File: src/rtl/inf_frame_scheduler.sv
// Write-side sequencer for the ping-pong info buffer ahead of the BMST-NBLDPC encoder.
// Optional build macro INF_SCHED_PRBS_EN replaces the source stream with an internal PRBS-15.
module inf_frame_scheduler #(
  parameter int SYM_BITS    = 6,
  parameter int FRAME_SYMS  = 49,
  parameter int DATA_FRAMES = 20,
  parameter int TERM_FRAMES = 2
) (
  input  logic       wclk,
  input  logic       rst,
  input  logic       start,
  input  logic       src_bit,
  input  logic       src_valid,
  output logic       src_ready,
  input  logic       buf_ready,
  input  logic       buf_full,
  output logic       buf_valid_in,
  output logic       buf_inf_bit,
  output logic [7:0] frame_idx,
  output logic       term_phase,
  output logic       busy,
  output logic       done
);

  localparam int FRAME_BITS = SYM_BITS * FRAME_SYMS;
  localparam int CNT_W      = (FRAME_BITS > 1) ? $clog2(FRAME_BITS) : 1;
  localparam logic [CNT_W-1:0] LAST_BIT   = CNT_W'(FRAME_BITS - 1);
  localparam logic [7:0]       L_IDX      = 8'(DATA_FRAMES);
  localparam logic [7:0]       LAST_FRAME = 8'(DATA_FRAMES + TERM_FRAMES - 1);

  typedef enum logic [2:0] {
    S_IDLE,
    S_WAIT,
    S_DATA,
    S_TERM,
    S_GAP,
    S_DONE
  } state_t;

  state_t           state_q, state_d;
  logic [CNT_W-1:0] bit_cnt_q, bit_cnt_d;
  logic [7:0]       frame_idx_q, frame_idx_d;
  logic             term_phase_q, term_phase_d;
  logic             valid_q, valid_d;
  logic             bit_q, bit_d;

  logic go;
  logic data_fire;
  logic term_fire;
  logic data_bit;

  assign go        = buf_ready & ~buf_full;
  assign term_fire = (state_q == S_TERM) & go;

`ifdef INF_SCHED_PRBS_EN
  localparam logic [14:0] PRBS_SEED = 15'h7FFF;
  logic [14:0] prbs_q, prbs_d;
  logic        unused_src;

  assign unused_src = src_bit ^ src_valid;
  assign src_ready  = 1'b0;
  assign data_fire  = (state_q == S_DATA) & go;
  assign data_bit   = prbs_q[14];

  always_comb begin
    prbs_d = prbs_q;
    if (state_q == S_IDLE && start) begin
      prbs_d = PRBS_SEED;
    end else if (data_fire) begin
      prbs_d = {prbs_q[13:0], prbs_q[14] ^ prbs_q[13]};
    end
  end

  always_ff @(posedge wclk or negedge rst) begin
    if (!rst) prbs_q <= PRBS_SEED;
    else      prbs_q <= prbs_d;
  end
`else
  assign src_ready = (state_q == S_DATA) & go;
  assign data_fire = src_ready & src_valid;
  assign data_bit  = src_bit;
`endif

  always_comb begin
    state_d      = state_q;
    bit_cnt_d    = bit_cnt_q;
    frame_idx_d  = frame_idx_q;
    term_phase_d = term_phase_q;
    valid_d      = 1'b0;
    bit_d        = 1'b0;

    case (state_q)
      S_IDLE: begin
        if (start) begin
          state_d      = S_WAIT;
          bit_cnt_d    = '0;
          frame_idx_d  = 8'd0;
          term_phase_d = (DATA_FRAMES == 0);
        end
      end

      S_WAIT: begin
        if (go) state_d = (frame_idx_q < L_IDX) ? S_DATA : S_TERM;
      end

      S_DATA, S_TERM: begin
        if (data_fire || term_fire) begin
          valid_d = 1'b1;
          bit_d   = (state_q == S_DATA) ? data_bit : 1'b0;
          if (bit_cnt_q == LAST_BIT) begin
            bit_cnt_d = '0;
            if (frame_idx_q == LAST_FRAME) begin
              state_d = S_DONE;
            end else begin
              state_d      = S_GAP;
              frame_idx_d  = frame_idx_q + 8'd1;
              term_phase_d = ((frame_idx_q + 8'd1) >= L_IDX);
            end
          end else begin
            bit_cnt_d = bit_cnt_q + 1'b1;
          end
        end
      end

      // The just-filled bank may still show ready; wait for the drop first.
      S_GAP: begin
        if (!buf_ready) state_d = S_WAIT;
      end

      S_DONE: state_d = S_IDLE;

      default: state_d = S_IDLE;
    endcase
  end

  always_ff @(posedge wclk or negedge rst) begin
    if (!rst) begin
      state_q      <= S_IDLE;
      bit_cnt_q    <= '0;
      frame_idx_q  <= 8'd0;
      term_phase_q <= 1'b0;
      valid_q      <= 1'b0;
      bit_q        <= 1'b0;
    end else begin
      state_q      <= state_d;
      bit_cnt_q    <= bit_cnt_d;
      frame_idx_q  <= frame_idx_d;
      term_phase_q <= term_phase_d;
      valid_q      <= valid_d;
      bit_q        <= bit_d;
    end
  end

  assign buf_valid_in = valid_q;
  assign buf_inf_bit  = bit_q;
  assign frame_idx    = frame_idx_q;
  assign term_phase   = term_phase_q;
  assign busy         = (state_q == S_WAIT) || (state_q == S_DATA) ||
                        (state_q == S_TERM) || (state_q == S_GAP);
  assign done         = (state_q == S_DONE);

endmodule
File: config.mk
export PLATFORM = sky130hd
export DESIGN_NAME = inf_frame_scheduler
export DESIGN_NICKNAME = d
export VERILOG_FILES = /design/src/rtl/inf_frame_scheduler.sv
export SDC_FILE = /design/constraint.sdc
export NUM_CORES = 1
export LEC_CHECK = 0
export ABC_AREA = 1
export CORE_UTILIZATION = 40
export DETAILED_ROUTE_END_ITERATION = 10
export REMOVE_ABC_BUFFERS = 1
export SETUP_SLACK_MARGIN = 0.5
export SYNTH_ARGS = -nofsm -noshare
export SYNTH_HDL_FRONTEND = slang
export SYNTH_SLANG_ARGS = --single-unit
export TNS_END_PERCENT = 5
File: constraint.sdc
create_clock -name wclk -period 2.41 [get_ports wclk]
set_input_delay 0.6025 -clock wclk [delete_from_list [all_inputs] [get_ports wclk]]
set_output_delay 0.6025 -clock wclk [all_outputs]
set_load 0.01 [all_outputs]
======== Yosys cells after proc, flatten, opt, wreduce, memory -nomap -nowiden ========
Cells that the tools add are included.
W data, S select, Z words.
storage, ports and cells
  output and inout port bits .............. 14
  bits of input ports ..................... 7
  bits in registers ....................... 23
  word-level logic and storage cells ...... 65
cells by class
  multiplexer cells ....................... 27
  $lt $le $gt $ge ......................... 2
  eq/ne operators ......................... 13
  reductions and logical operators ........ 10
  bitwise gates (word level) .............. 5
  add/subtract/negate cells ............... 2
operators with widths
  cell                   number
  $mux W8                4
  $mux W9                3
  $pmux W9 S2            1
  $pmux W8 S2            1
  $mux W3                5
  $ne A2 B2 Y1 const B   6
  $pmux W3 S4            1
  $mux W1                11
  $reduce_and A5 Y1      2
  $add A9 B1 Y9 const B  1
  $eq A9 B9 Y1 const B   1
  $add A8 B1 Y8 const B  1
  $eq A8 B5 Y1 const B   1
  $ge A8 B5 Y1 const B   1
  $lt A8 B5 Y1 const B   1
  $eq A3 B2 Y1 const B   2
  $eq A3 B3 Y1 const B   2
  $and A1 B1 Y1          4
  $logic_or A1 B1 Y1     4
  $eq A3 B1 Y1 const B   1
  $logic_not A3 Y1       1
  $reduce_and A3 Y1      1
  $pmux W1 S2            1
  $reduce_bool A2 Y1     1
  2 further kinds        2

======== Longest topological paths before layout ========
  word-level depth ........................ 7
  mapped depth ............................ 10
  gate-level depth less buffers ........... 10

======== Least setup slack after synthesis ========
OpenSTA, ideal clock, no wires.
  kind .................................... input port to output port
  start ................................... input port buf_full
  end ..................................... output port src_ready
  data arrival time ....................... 1.005 ns
  slack ................................... 0.802 ns
  data required time ...................... 1.808 ns
  stages .................................. 5
  buffers on the path ..................... 0
  cells stage by stage .................... inv_1 -> nand2_1 -> inv_1 -> nand2_1 -> nor2_1
on the way
  longest elaborated chain between the ends .. 3
ends and longest elaborated chain
  element          RTL line  text
  start, declared  16        input logic buf_full,
  $not A1 Y1       52        assign go = buf_ready & ~buf_full;
  $and A1 B1 Y1    52
  $and A1 B1 Y1    79        assign src_ready = (state_q == S_DATA) & go;
  end, declared    14        output logic src_ready,
No other way between the ends.

======== Final worst setup path ========
  start ................................... input port buf_ready
  end ..................................... output port src_ready
on the way
  longest elaborated chain between the ends .. 2
ends and longest elaborated chain
  element          RTL line  text
  start, declared  15        input logic buf_ready,
  $and A1 B1 Y1    52
  $and A1 B1 Y1    79
No other way between the ends.

==> metrics.cfg <==
[outcome]
status=finished, final reports clean

[yosys]
synth_area_per_cell_um2=7.177
synth_seq_area_share_pct=37.83
synth_largest_area_cell=dfrtp_1
synthTopCellsByArea=dfrtp_1 38%, nand2_1 18%, inv_1 7.2%
yosys_warnings=0
yosys.cell_types.count=30
mappedNetlistArea_mm2=0.001521
synthesis.instances=212
yosysTopAreaCellShare_pct=37.83
synth_seq_cells=23

[layout]
multi_input_area_um2=814.5
syn2layout_area_growth_pct=21.71
final_core_util_pct=50.58
n_fill_cell=376
regArea_um2=578.1
drive_gt1_share_pct=13.03
nNetsFinal=251
insertedDiodeCount=0

[floorplan]
die_area_mm2=0.004055
die_w_um=63.68
core_area_mm2=0.003661
num_rows=22
initial_utilization_pct=41.56
ioPinCount=21
fp.dieH_um=63.68

[detailed_routing]
wirelength_mm=3.011
drt-initial-drc-count=57
drt-vias-per-instance=4.591
routedWlPerCell_um=10.53
antenna_left=0
vias=1313
drc_errors=0
drtPass1Iterations=4

[setup_path]
start_kind=primary input
worst-path-max-fanout=2
cp.arrival_ps=1460
criticalPathCategory=in2out
worstPathRequired_ps=1810
cp-end-kind=output port

[sta]
relSlewSlack_pct=78.74
rsz0062_at_grt=yes
timing.final.crit_share_pct=85.60
finalClockSkew_ps=5.491
slew_viol_final=0
clock.fmax_mhz=484.7
tightest_slew_ps=317.8
setup_viol=0
setup_tns_ps=0
period_needed_ps=2063
finalHoldViolations=0

[clock_network]
cts_buffers=3
htree_levels=1
ctsHoldBuffers=0
clkTransAtPathRegs_ps=80
clockBufferDepth=2
cts_sinks=23
clkLatencyLatePin_ps=270
tritoncts=done
root_buffer=clkbuf_8

[grt]
met2_usage_pct=28.19
overflow=0
antenna_found_initial=0
use_met3_pct=3.804
use_met1_pct=23.96
grt_pass1_wl_mm=5.692
grt_max_degree=24
busiest_layer=met2
grt_pass1_vias=1269
grt_usage_pct=17.96

[placement]
place.port_buffers=20
dp.final_hpwl_mm=2.257
routabilityCongestion=0.7546

[power_and_ir_drop]
irDropWorstVdd_mv=0.3525
total_leakage_power_uw=0.0009412
powerDensity_mw_per_mm2=655.2

[run]
cap_violations=0

[min_path]
hold_class=reg2reg

routing by layer:
| metal | part of all wire [%] | vias up | routed length [um] |
|---|---|---|---|
| met5 | 0 | - | 0 |
| met4 | 0.46 | 0 | 14 |
| met2 | 47 | 21 | 1418 |
| met3 | 2.6 | 2 | 77 |
| li1 | - | 708 | - |
| met1 | 50 | 582 | 1501 |
cells in the mapped netlist:
cell type and number:
nand2_1 74, inv_1 29, dfrtp_1 23, nor2_1 23, nand3_1 13, o21ai_0 8
ha_1 5, inv_2 4, nand2_2 4, nor3_1 3, nand2_4 2, nand4_1 2
nor2_2 2, nor2_8 2, o21a_1 2, xor2_1 2, a21oi_1 1, and3_1 1
buf_6 1, clkbuf_1 1, nand4_4 1, nor3b_2 1, o211ai_1 1, o21ai_1 1
o21ai_4 1, o22ai_1 1, o31ai_1 1, o31ai_2 1, or2_2 1, xnor2_1 1
metrics by stage:
step	hold slack (ps)	cell area [um^2]	total power, uW	setup WS [ps]	cells
2_1_floorplan	306.9	1506	826.9	802.4	210
3_3_place_gp	463.7	1782	956.6	-75.70	280
3_5_place_dp	466.8	1782	963.5	-74.17	280
4_1_cts	489.0	1847	1229	235.0	285
5_1_grt	536.1	1852	1330	268.5	286
6_report	483.4	1852	1213	347.0	286
worst max-delay path, cell delays in order:
cell	delay, ps
clkdlybuf4s50_1	470
nand2_1	70
inv_1	50
nand2_1	50
nor2_1	80
buf_2	130
cells by family after synthesis:
kind of cell    count (synthesis)  synth area share [%]
simple gates                  129                 39.64
buf+inv                        35                 9.127
flops                          23                 37.83
compound gates                 17                 7.566
fa+ha+maj                       5                 4.112
xor+xnor                        3                 1.727
area by class of cell:
| class | instances | share of cell area (%) |
|---|---|---|
| multi-input cells | 154 | 43.99 |
| flip-flops and latches | 23 | 31.22 |
| repair buffers | 24 | 12.23 |
| inverters | 33 | 6.689 |
| well taps | 48 | 3.243 |
| clock buffers | 3 | 2.230 |
| clock inverters | 1 | 0.4054 |
power by group:
| part | internal [uW] | switching (uW) | leakage (uW) | total, uW |
|---|---|---|---|---|
| Combinational | 180 | 201 | 0.000617 | 381 |
| Sequential | 478 | 108 | 0.000302 | 586 |
| Clock | 117 | 129 | 0.0000217 | 246 |
timing repair:
item	in CTS	in global routing
pin swaps	1	0
gates resized for setup	7	3
setup buffers	1	1
endpoints found under the setup margin	7	22
path summary, 6_finish.rpt:
| check | slack (ps) | start | cells after the start | to |
|---|---|---|---|---|
| min | 480 | term_phase | 2 | term_phase |
| max reg2reg | 700 | bit_cnt_q[1] | 10 | frame_idx[5] |
| min reg2reg | 480 | term_phase | 2 | term_phase |
| max | 350 | buf_ready | 6 | src_ready |
| max in group asynchronous | 1490 | rst | 2 | state_q[1] |
| min in group asynchronous | 680 | rst | 2 | bit_cnt_q[2] |
cell usage in the layout, fill, tap and decap left out, drive strengths merged:
cell and instances:
a21oi 1, and3 1, buf 5, clkbuf 3, clkdlybuf4s50 17, clkinvlp 1, dfrtp 23, dlygate4sd2 1
dlymetal6s2s 1, ha 5, inv 33, nand2 80, nand3 13, nand4 3, nor2 27, nor3 3
nor3b 1, o211ai 1, o21a 2, o21ai 10, o22ai 1, o31ai 2, or2 1, xnor2 1
xor2 2
sequential cells by signal, summed over array words and instances, names as in the netlist:
name / cells
term_phase: 1
frame_idx: 8
state_q: 3
bit_cnt_q: 9
buf_inf_bit: 1
buf_valid_in: 1
Power figures use the tool's default switching activity.
